$ cat src/rtl/rbi_mem_l2_mmio_if.sv
// MMIO bus between the ring bridge (master) and the MMIO device side (slave).
interface rbi_mem_l2_mmio_if;
  logic [31:0] mmioAddr;
  logic [4:0]  mmioOpm;
  logic [63:0] mmioOutData;
  logic [63:0] mmioInData;
  logic [1:0]  mmioOK;
  logic [63:0] mmioExcIn;

  modport master (
    output mmioAddr, mmioOpm, mmioOutData,
    input  mmioInData, mmioOK, mmioExcIn
  );

  modport slave (
    input  mmioAddr, mmioOpm, mmioOutData,
    output mmioInData, mmioOK, mmioExcIn
  );
endinterface

$ cat src/rtl/rbi_mem_l2_mmio.sv
// L2 ring MMIO bridge node: claims MMIO load/store requests, runs one bus cycle,
// and re-inserts the response into the first free ring slot; everything else is forwarded.
module rbi_mem_l2_mmio #(
  parameter int TIMEOUT = 4096
) (
  input  logic         clock,
  input  logic         reset,
  input  logic [47:0]  memAddrIn,
  output logic [47:0]  memAddrOut,
  input  logic [127:0] memDataIn,
  output logic [127:0] memDataOut,
  input  logic [15:0]  memOpmIn,
  output logic [15:0]  memOpmOut,
  input  logic [15:0]  memSeqIn,
  output logic [15:0]  memSeqOut,
  input  logic [7:0]   unitNodeId,
  rbi_mem_l2_mmio_if.master mmio
);

  typedef enum logic [1:0] {IDLE, ACCESS, RELEASE, RESPOND} state_t;

  localparam int CW = $clog2(TIMEOUT);
  localparam logic [CW-1:0] T_LAST = CW'(TIMEOUT - 1);

  state_t state, stateNext;

  logic [15:0]  seqReg;
  logic [15:0]  opmReg;
  logic [47:0]  addrReg;
  logic [63:0]  dataReg;
  logic         respFault;
  logic [CW-1:0] timeoutCnt;

  logic [15:0]  opmNext;
  logic [15:0]  seqNext;
  logic [47:0]  addrNext;
  logic [127:0] dataNext;

  logic isMmioOp, isMmioAddr, isMmioReq;
  logic busDone, busFault, timedOut, slotFree;

  assign isMmioOp   = (memOpmIn[7:4] == 4'h9) || (memOpmIn[7:4] == 4'hA);
  assign isMmioAddr = (memAddrIn[47:32] == 16'h0) && (memAddrIn[31:28] == 4'hF);
  assign isMmioReq  = isMmioOp && isMmioAddr;
  assign busDone    = (mmio.mmioOK == 2'b01);
  assign busFault   = (mmio.mmioOK == 2'b11);
  assign timedOut   = (timeoutCnt == T_LAST);
  assign slotFree   = (memOpmIn[7:0] == 8'h00);

  // Node id is not needed for decode; responses route back by the latched seq.
  wire unusedBits = &{1'b0, unitNodeId, opmReg[7:6], opmReg[3]};

  always_ff @(posedge clock) begin
    if (reset) state <= IDLE;
    else       state <= stateNext;
  end

  always_comb begin
    stateNext = state;
    case (state)
      IDLE:    if (isMmioReq) stateNext = ACCESS;
      ACCESS:  if (busDone || busFault || timedOut) stateNext = RELEASE;
      RELEASE: if (mmio.mmioOK == 2'b00) stateNext = RESPOND;
      RESPOND: if (slotFree) stateNext = IDLE;
      default: stateNext = IDLE;
    endcase
  end

  always_comb begin
    opmNext          = memOpmIn;
    seqNext          = memSeqIn;
    addrNext         = memAddrIn;
    dataNext         = memDataIn;
    mmio.mmioOpm     = 5'd0;
    mmio.mmioAddr    = 32'd0;
    mmio.mmioOutData = 64'd0;
    case (state)
      IDLE: begin
        if (isMmioReq) begin
          // The claimed request leaves an empty slot behind it.
          opmNext  = 16'h0;
          seqNext  = 16'h0;
          addrNext = 48'h0;
          dataNext = 128'h0;
        end
      end
      ACCESS: begin
        mmio.mmioOpm     = {opmReg[5], opmReg[4], opmReg[2:0]};
        mmio.mmioAddr    = addrReg[31:0];
        mmio.mmioOutData = dataReg;
      end
      RESPOND: begin
        if (slotFree) begin
          opmNext  = {opmReg[15:8], 3'b011, respFault, 1'b0, opmReg[2:0]};
          seqNext  = seqReg;
          addrNext = addrReg;
          dataNext = {64'h0, dataReg};
        end
      end
      default: ;
    endcase
  end

  always_ff @(posedge clock) begin
    if (reset) begin
      memOpmOut  <= 16'h0;
      memSeqOut  <= 16'h0;
      memAddrOut <= 48'h0;
      memDataOut <= 128'h0;
    end else begin
      memOpmOut  <= opmNext;
      memSeqOut  <= seqNext;
      memAddrOut <= addrNext;
      memDataOut <= dataNext;
    end
  end

  always_ff @(posedge clock) begin
    if (reset) begin
      seqReg     <= 16'h0;
      opmReg     <= 16'h0;
      addrReg    <= 48'h0;
      dataReg    <= 64'h0;
      respFault  <= 1'b0;
      timeoutCnt <= '0;
    end else begin
      case (state)
        IDLE: begin
          timeoutCnt <= '0;
          respFault  <= 1'b0;
          if (isMmioReq) begin
            seqReg  <= memSeqIn;
            opmReg  <= memOpmIn;
            addrReg <= memAddrIn;
            dataReg <= memDataIn[63:0];
          end
        end
        ACCESS: begin
          if (busFault) begin
            dataReg   <= mmio.mmioExcIn;
            respFault <= 1'b1;
          end else if (busDone) begin
            // Stores report success with zero data.
            dataReg   <= opmReg[4] ? mmio.mmioInData : 64'h0;
            respFault <= 1'b0;
          end else if (timedOut) begin
            dataReg   <= 64'h0;
            respFault <= 1'b1;
          end else begin
            timeoutCnt <= timeoutCnt + 1'b1;
          end
        end
        default: ;
      endcase
    end
  end

endmodule

$ cat src/flat_wrapper.sv
// flat-port wrapper written by rule: the top's interface ports become plain ports
module rbi_mem_l2_mmio_flat 
#(
  parameter int TIMEOUT = 4096
)
  (clock, reset, memAddrIn, memAddrOut, memDataIn, memDataOut, memOpmIn, memOpmOut, memSeqIn, memSeqOut, unitNodeId, mmio_mmioAddr, mmio_mmioOpm, mmio_mmioOutData, mmio_mmioInData, mmio_mmioOK, mmio_mmioExcIn);
  rbi_mem_l2_mmio_if mmio_i ();
  input  logic clock;
  input  logic reset;
  input  logic [47:0] memAddrIn;
  output logic [47:0] memAddrOut;
  input  logic [127:0] memDataIn;
  output logic [127:0] memDataOut;
  input  logic [15:0] memOpmIn;
  output logic [15:0] memOpmOut;
  input  logic [15:0] memSeqIn;
  output logic [15:0] memSeqOut;
  input  logic [7:0] unitNodeId;
  output wire logic [$bits(mmio_i.mmioAddr)-1:0] mmio_mmioAddr;
  output wire logic [$bits(mmio_i.mmioOpm)-1:0] mmio_mmioOpm;
  output wire logic [$bits(mmio_i.mmioOutData)-1:0] mmio_mmioOutData;
  input wire logic [$bits(mmio_i.mmioInData)-1:0] mmio_mmioInData;
  input wire logic [$bits(mmio_i.mmioOK)-1:0] mmio_mmioOK;
  input wire logic [$bits(mmio_i.mmioExcIn)-1:0] mmio_mmioExcIn;
  assign mmio_mmioAddr = mmio_i.mmioAddr;
  assign mmio_mmioOpm = mmio_i.mmioOpm;
  assign mmio_mmioOutData = mmio_i.mmioOutData;
  assign mmio_i.mmioInData = mmio_mmioInData;
  assign mmio_i.mmioOK = mmio_mmioOK;
  assign mmio_i.mmioExcIn = mmio_mmioExcIn;
  rbi_mem_l2_mmio #(.TIMEOUT(TIMEOUT)) u_core (.clock(clock), .reset(reset), .memAddrIn(memAddrIn), .memAddrOut(memAddrOut), .memDataIn(memDataIn), .memDataOut(memDataOut), .memOpmIn(memOpmIn), .memOpmOut(memOpmOut), .memSeqIn(memSeqIn), .memSeqOut(memSeqOut), .unitNodeId(unitNodeId), .mmio(mmio_i));
endmodule
$ cat config.mk
export PLATFORM = sky130hd
export DESIGN_NAME = rbi_mem_l2_mmio_flat
export DESIGN_NICKNAME = d
export VERILOG_FILES = /design/src/rtl/rbi_mem_l2_mmio_if.sv /design/src/rtl/rbi_mem_l2_mmio.sv /design/src/flat_wrapper.sv
export SDC_FILE = /design/constraint.sdc
export NUM_CORES = 1
export LEC_CHECK = 0
export ABC_AREA = 1
export CAP_MARGIN = 20
export CELL_PAD_IN_SITES_DETAIL_PLACEMENT = 1
export CELL_PAD_IN_SITES_GLOBAL_PLACEMENT = 1
export CORE_AREA = 2 2 258 260
export DETAILED_ROUTE_END_ITERATION = 8
export DIE_AREA = 0 0 260 262
export DONT_BUFFER_PORTS = 1
export GPL_TIMING_DRIVEN = 0
export PLACE_DENSITY_LB_ADDON = 0.1
export SKIP_LAST_GASP = 1
export SYNTH_ARGS = -nofsm -noshare
export SYNTH_HDL_FRONTEND = slang
export SYNTH_SLANG_ARGS = --single-unit
export TNS_END_PERCENT = 1
$ cat constraint.sdc
create_clock -name clock -period 5.2 [get_ports clock]
set_input_delay 1.04 -clock clock [delete_from_list [all_inputs] [get_ports clock]]
set_output_delay 1.04 -clock clock [all_outputs]
set_load 0.005 [all_outputs]
# Word-level counts from Yosys, hierarchy flattened
# Index checks and enable logic that the tools add are counted.
dict set report totals {
  input_bits 348
  output_inout_bits 309
  register_bits 367
  elab_cells 78
}
dict set report op_classes {
  addsub 1
  n_reduce_logical 15
  muxes 34
  n_eq_ne 17
}
# op count
set ops {}
lappend ops {{2-to-1 mux 64 bit} 6}
lappend ops {{2-to-1 mux 128 bit} 2}
lappend ops {{one-hot mux 128 bit (2 select lines)} 1}
lappend ops {{one-hot mux 64 bit (2 select lines)} 1}
lappend ops {{2-to-1 mux 48 bit} 2}
lappend ops {{one-hot mux 48 bit (2 select lines)} 1}
lappend ops {{2-to-1 mux 16 bit} 4}
lappend ops {{one-hot mux 16 bit (2 select lines)} 2}
lappend ops {{2-to-1 mux 12 bit} 3}
lappend ops {{2-to-1 mux 32 bit} 1}
lappend ops {{one-hot mux 12 bit (2 select lines)} 1}
lappend ops {{logical NOT 16 bit} 1}
lappend ops {{adder 12 x 1 -> 12 bit (second input constant)} 1}
lappend ops {{equality test 12 bit (second input constant)} 1}
lappend ops {{equality test 4 bit (second input constant)} 3}
lappend ops {{logical NOT 8 bit} 1}
lappend ops {{2-to-1 mux 2 bit} 4}
lappend ops {{!= test 2 x 1 -> 1 bit (second input constant)} 4}
lappend ops {{one-hot mux 2 bit (4 select lines)} 1}
lappend ops {{AND reduction 4 bit} 2}
lappend ops {{equality test 2 bit (second input constant)} 3}
lappend ops {{!= test 2 bit (second input constant)} 3}
lappend ops {{2-to-1 mux 5 bit} 1}
lappend ops {{equality test 2 x 1 -> 1 bit (second input constant)} 2}
lappend ops {{other kinds (9)} 16}

# Longest topological paths before layout
# Gate-level depths: netlist (run 1).
dict set report logic_depth {
  word_depth 5
  depth_mapped 12
  mapped_depth_nobuf 11
}

# Least setup slack after synthesis (run 1)
# No wires, ideal clock.
dict set report synth_path {
  kind {reg-to-output}
  startpoint {register u_core.state[1]}
  endpoint {output port mmio_mmioAddr[18]}
  arrival_time_ns 1.447
  stages_incl_launch_ff 8
  slack_ns 2.713
  required_time_ns 4.160
  n_path_buf 3
  cell_sequence {dfxtp_1 > inv_1 > ha_1 > clkbuf_1 > clkbuf_1 > buf_2 > nand2_1 > inv_1}
}
dict set report synth_via {
  elab_chain_len 2
}
# element line_no
set synth_rtl {}
lappend synth_rtl {{start, declared} rbi_mem_l2_mmio.sv:25} ;# state_t state, stateNext;
lappend synth_rtl {{start signal, assigned} rbi_mem_l2_mmio.sv:55} ;# else state <= stateNext;
lappend synth_rtl {{equality test 2 x 1 -> 1 bit} rbi_mem_l2_mmio.sv:77} ;# case (state)
lappend synth_rtl {{2-to-1 mux 32 bit} rbi_mem_l2_mmio.sv:77}
lappend synth_rtl {{end, declared} flat_wrapper.sv:19} ;# output wire logic [$bits(mmio_i.mmioAddr)-1:0] mmio_mmioAddr;
# No other way between the ends.

# Final worst setup path (run 1)
dict set report layout_path {
  startpoint {register u_core.state[1]}
  endpoint {output port mmio_mmioAddr[29]}
}
# Same word-level chain as after synthesis.

==> results of run 1 <==
## layout make-up
cell class,count,area (um^2)
fillers,8156,46170
clock inverters,24,281.5
well taps,864,1081
inverters,241,905.9
multi-input cells,1689,7393
repair buffers,3,41.29
flip-flops and latches,364,7287
clock buffers,56,1259
diodes,1,2.502
plain buffers,181,850.8
## worst register-to-register path: cells and delay by family (launching register included)
kind / cells / cell delay (ps)
buffers and inverters: 5 / 1550
and+or+nand+nor: 2 / 180
DFF: 1 / 390
adders and majority gates: 1 / 310
AOI/OAI and AO/OA: 2 / 210
## through the flow
step / utilization / setup slack [ps]
floorplan: - / 2713
global placement: 0.2684 / 839.8
detailed placement: 0.2688 / 814.7
CTS: 0.2924 / 144.2
global route: 0.2926 / 527.7
finish: 0.2926 / 753.4
## path summary, 6_finish.rpt
kind / from / to / slack (ps) / depth (start not counted)
max: u_core.state[1] / mmio_mmioAddr[29] / 750 / 7
max reg2reg: u_core.state[1] / u_core.memDataOut[34] / 2410 / 10
min: u_core.addrReg[32] / u_core.addrReg[32] / 450 / 2
min reg2reg: u_core.addrReg[32] / u_core.addrReg[32] / 450 / 2
## Yosys cell counts (all sizes together)
| master | count |
|---|---|
| a211oi | 1 |
| a21oi | 201 |
| a22oi | 16 |
| a31o | 3 |
| buf | 100 |
| clkbuf | 81 |
| clkinv | 1 |
| dfxtp | 364 |
| ha | 5 |
| inv | 240 |
| nand2 | 511 |
| nand3 | 197 |
| nand4 | 6 |
| nor2 | 476 |
| nor3 | 6 |
| o211ai | 15 |
| o21ai | 250 |
| o21bai | 1 |
| xnor2 | 1 |
## power by group through the flow
| stage | registers (uW) | logic [uW] | clock network, uW |
|---|---|---|---|
| after floorplan | 3540 | 2050 | 0 |
| after global placement | 3720 | 3110 | 0 |
| after detailed placement | 3720 | 3180 | 0 |
| after CTS | 3670 | 3190 | 3420 |
| after global routing | 3710 | 3520 | 3540 |
| final | 3660 | 3120 | 3320 |
## registers in the layout, indices dropped and copies added (netlist names), 12 cells and up
register and count:
u_core.memSeqOut 16, u_core.seqReg 16, u_core.memOpmOut 16, u_core.memAddrOut 48, u_core.memDataOut 128, u_core.addrReg 48, u_core.opmReg 13, u_core.dataReg 64
u_core.timeoutCnt 12
## kinds of logic after synthesis
| family | after synthesis |
|---|---|
| XOR/XNOR | 1 |
| adder cells (fa/ha/maj) | 5 |
| AND/OR/NAND/NOR | 1196 |
| buffers and inverters | 422 |
| flip-flops | 364 |
| AO/OA/AOI/OAI | 487 |
## per-layer routing
layer,up-vias,routed length (um),GRT usage
li1,7943,-,-
met1,7901,33450,0.2708
met2,476,39750,0.3978
met3,99,6171,0.07002
met4,2,1808,0.06003
met5,-,10,0
==> reports/metrics.yaml, run 1 <==
status: "complete, no violations"
dieHeight_um: 262
gp_congestion: 0.8468
avgRoutedWirePerCell_um: 23.72
syn-mean-instance-area_um2: 6.641
synth_area_leaders: "dfxtp_1, nand2_1, nor2_1"
antenna_found_initial: 4
drt_iter0_drc: 785
clockRootBuffer: "clkbuf_16"
cp_top_family: "buffers and inverters"
grt_pass1_wl_um: 114700
cp.required_ps: 4160
synth_top_area_share: 0.4433
ir_drop_v: 0.0002057
yosys-mux-area-fraction: 0
synth_compound_area_frac: 0.1540
period_share: 0.8551
p_clk_frac: 0.329
place_hpwl_um: 63200
layout-drive-gt1-share: 0.07389
fin_skew_ps: 27.90
power.density_mw_per_mm2: 529.0
io_pins: 657
cp_num_buf_inv: 5
clockBufferDepth: 3
first_global_vias: 16850
synth.largest_area_cell: "dfxtp_1"
rsz0062_at_grt: "false"
end_kind: "output port"
clock.fmax_mhz: 224.9
drv_cap: 0
layout.cells.non_filler: 3423
postLayoutCellArea_mm2: 0.01910
numCtsBuffers: 46
switchingPower_uw: 3951
synth_area_mm2: 0.01644
core_area_mm2: 0.06528
rows: 94
arrival_ps: 3410
cp_slowest_cell: "clkbuf_1"
clk_latency_ps: 590
drv_slew: 0
grt_max_degree: 13
h-tree-depth: 2
worst_setup_path_start_kind: "flip-flop"
nNetsFinal: 2879
dp_cells: 3341
hold_violations: 0
final_common_cell: "nand2_1"
whs_ps: 447.0
cpPeakStageDelay_ps: 730
grt_overflow: 0
synth_fp_nets: 2828
path_class: "flip-flop to output port"
intPower_uw: 6154
synth.distinct_cells: 28
synthXorXnorAreaFrac: 0.0005328
path_clk_slew_ps: 60
postCtsSetupBuffers: 0
drcViolationCount: 0
synth_adder_area_share: 0.003806
ys_ff_latch: 364
hold_class: "flip-flop to flip-flop"
drt.antenna.violating_nets: 0
dr_total_vias: 16420
drt_wl_total_um: 81190
design.die.area_mm2: 0.06812
mostFrequentLayoutCells: "nand2_1, nor2_1, dfxtp_1"
cts_resized: 0
clock_sinks: 364
worst_pin_slew_ps: 1126
cts_hold_buffers: 0
relSlewSlack: 0.2490
setup_viol: 0
start_util: 0.2518
tns_ps: 0
critPathMaxFanout: 10
die_x_um: 260
syn_inst: 2475
ys_warn_count: 0
io_buffer_count: 0
p_total_uw: 10100
cts_tree: "done"
syn_to_final_growth_pct: 16.21
ys_seq_area_frac: 0.4433
synth_top_family_by_area: "simple AND/OR/NAND/NOR gates"
p_comb_frac: 0.309
post-route-min-period_ps: 4447
seqPwrFrac: 0.362
grt_use_total: 0.2280
routed_via_density: 4.797
dpl_cell_area_mm2: 0.01755
swShare: 0.3910
p_leak_uw: 0.008998
first_pass_iters: 5
path_cells: "inv_1 > ha_1 > clkbuf_1 > clkbuf_1 > buf_2 > nand2_1 > inv_1"
synthSimpleGateAreaFrac: 0.2915
No activity file was read; power rests on OpenSTA's default activity.
==> inputs of run 2 (changes only) <==
--- a/config.mk
+++ b/config.mk
@@ -14,7 +14,7 @@
 export DIE_AREA = 0 0 260 262
 export DONT_BUFFER_PORTS = 1
 export GPL_TIMING_DRIVEN = 0
-export PLACE_DENSITY_LB_ADDON = 0.1
+export PLACE_DENSITY_LB_ADDON = 0.15
 export SKIP_LAST_GASP = 1
 export SYNTH_ARGS = -nofsm -noshare
 export SYNTH_HDL_FRONTEND = slang
==> run 2 against run 1 <==
Against the previous run:
- cell area grew 0.23%
- non-clock buffer count is the same
- wire length is 1.1% lower
- worst setup slack worse by 130 ps
- first-iteration DRC count is 28% higher
- final cell count hardly changed
- register-to-register slack got worse by 180 ps
- combinational power barely moved
- via count up 0.16%
- clock power is essentially flat
- critical path type unchanged
- highest routed layer unchanged
==> reports/metrics.yaml, run 2 (synthesized netlist as in run 1, its figures left out) <==
p_leak_uw: 0.009018  # +0.22%
intPower_uw: 6194  # +0.65%
fin_skew_ps: 15.98  # -11.93 ps
min_path_cells: 2  # unchanged
min_to: "u_core.addrReg[32]"
clockBufferDepth: 3  # unchanged
largest_reg_flops: 128  # unchanged
status: "complete, no violations"
drt.antenna.violating_nets: 0  # unchanged
drt_wl_total_um: 80310  # -1.1%
dpl_cell_area_mm2: 0.01758  # +0.16%
post-route-min-period_ps: 4580  # +133.8 ps
start_util: 0.2518  # unchanged
seqPwrFrac: 0.360  # -0.002
postCtsSetupBuffers: 0  # unchanged
grt_overflow: 0  # unchanged
power.density_mw_per_mm2: 529.2  # about the same
grt_max_degree: 14  # +1
utilization: 0.2933  # +0.0006710
end_kind: "output port"
mostFrequentLayoutCells: "nand2_1, nor2_1, dfxtp_1"
worst_setup_path_start_kind: "flip-flop"
period_share: 0.8808  # +0.02572
rsz0062_at_grt: "false"
drv_slew: 0  # unchanged
drcViolationCount: 0  # unchanged
worst_pin_slew_ps: 1014  # -112.1 ps
path_clk_slew_ps: 60  # about the same
min_from: "u_core.addrReg[32]"
postLayoutCellArea_mm2: 0.01915  # +0.23%
switchingPower_uw: 3938  # -0.31%
io_pins: 657  # unchanged
avgRoutedWirePerCell_um: 23.45  # -1.1%
path_class: "flip-flop to output port"
reg2reg_from: "u_core.state[1]"
clock_sinks: 364  # unchanged
clk_latency_ps: 580  # about the same
cts_hold_buffers: 0  # unchanged
cts_tree: "done"
numCtsBuffers: 45  # -2.2%
whs_ps: 448.8  # +1.783 ps
nNetsFinal: 2878  # -0.035%
setup_viol: 0  # unchanged
first_pass_iters: 7  # +2
drt_iter0_drc: 1003  # +28%
clockRootBuffer: "clkbuf_16"
cp.required_ps: 4160  # about the same
p_clk_frac: 0.330  # about the same
syn_to_final_growth_pct: 16.48
largest-register: "u_core.memDataOut"
place_hpwl_um: 62950  # -0.39%
critPathMaxFanout: 10  # unchanged
cts_resized: 0  # unchanged
antenna_found_initial: 6  # +2
diodes: 0  # -1
dr_total_vias: 16450  # +0.16%
hold_violations: 0  # unchanged
tns_ps: 0  # unchanged
swShare: 0.3887  # -0.002292
p_comb_frac: 0.310  # about the same
rows: 94  # unchanged
r2r-end: "u_core.dataReg[60]"
drv_cap: 0  # unchanged
ir_drop_v: 0.0001731  # -16%
design.die.area_mm2: 0.06812  # unchanged
layout-drive-gt1-share: 0.07344  # -0.0004483
first_global_vias: 17100  # +1.5%
fill_cells: 8218  # +0.76%
hold_class: "flip-flop to flip-flop"
grt_use_total: 0.2271  # -0.0009262
reg2reg_slack_ps: 2230  # -180 ps
clock.fmax_mhz: 218.3  # -2.9%
die_x_um: 260  # unchanged
core_area_mm2: 0.06528  # unchanged
cp-startpoint: "u_core.state[1]"
io_buffer_count: 0  # unchanged
p_total_uw: 10130  # +0.28%
reg_top3: "u_core.memDataOut x128, u_core.dataReg x64"
routed_via_density: 4.803  # +0.13%
h-tree-depth: 2  # unchanged
r2r_cells: 8  # -2
relSlewSlack: 0.3237  # +0.07473
grt_pass1_wl_um: 115000  # +0.28%
gp_congestion: 0.8540  # +0.85%
dieHeight_um: 262  # unchanged
final_common_cell: "nand2_1"
multiInputGateArea_mm2: 0.007393  # unchanged
seq_area_mm2: 0.007287  # unchanged
arrival_ps: 3540  # +130 ps
==> run 2: worst max path at each step <==
stage                      endpoint  cells after the start
2_1_floorplan     mmio_mmioAddr[18]                      7
3_3_place_gp        mmio_mmioOpm[0]                      7
3_5_place_dp        mmio_mmioOpm[4]                      7
4_1_cts             mmio_mmioOpm[4]                      7
5_1_grt        mmio_mmioOutData[63]                      7
6_report       mmio_mmioOutData[63]                      7
==> run 2: critical path, stage by stage, from the launching register on <==
cell	delay (ps)
dfxtp_1	340
inv_1	90
ha_1	350
clkbuf_1	760
clkbuf_1	790
buf_2	400
nand2_1	90
inv_1	130
==> run 2: final cells by class <==
type / count / share of cell area
timing repair buffer: 3 / 0.003006
sequential: 364 / 0.3806
clock inverter: 18 / 0.01209
inverter: 241 / 0.04731
clock buffer: 64 / 0.06993
multi-input combinational: 1689 / 0.3862
buffer: 181 / 0.04444
tap: 864 / 0.05646
==> run 2: power by group through the flow <==
stage | Clock, uW | Combinational (uW) | Sequential [uW]
after floorplan | 0 | 2050 | 3540
after global placement | 0 | 3120 | 3710
after detailed placement | 0 | 3200 | 3710
after CTS | 3430 | 3210 | 3660
after global routing | 3550 | 3550 | 3690
final | 3340 | 3140 | 3650
==> run 2: per-stage QoR <==
step / cells / setup WS [ps]
2_1_floorplan: 2475 / 2713
3_3_place_gp: 3339 / 832.0
3_5_place_dp: 3342 / 1098
4_1_cts: 3424 / 447.5
5_1_grt: 3424 / 380.7
6_report: 3424 / 619.6
==> run 2: metal layers <==
layer / GRT usage / vias to the layer above / share of wire
li1: - / 7925 / -
met1: 0.2701 / 7944 / 0.41
met2: 0.3966 / 475 / 0.49
met3: 0.06742 / 99 / 0.078
met4: 0.06162 / 4 / 0.024
met5: 0 / - / 0.00029
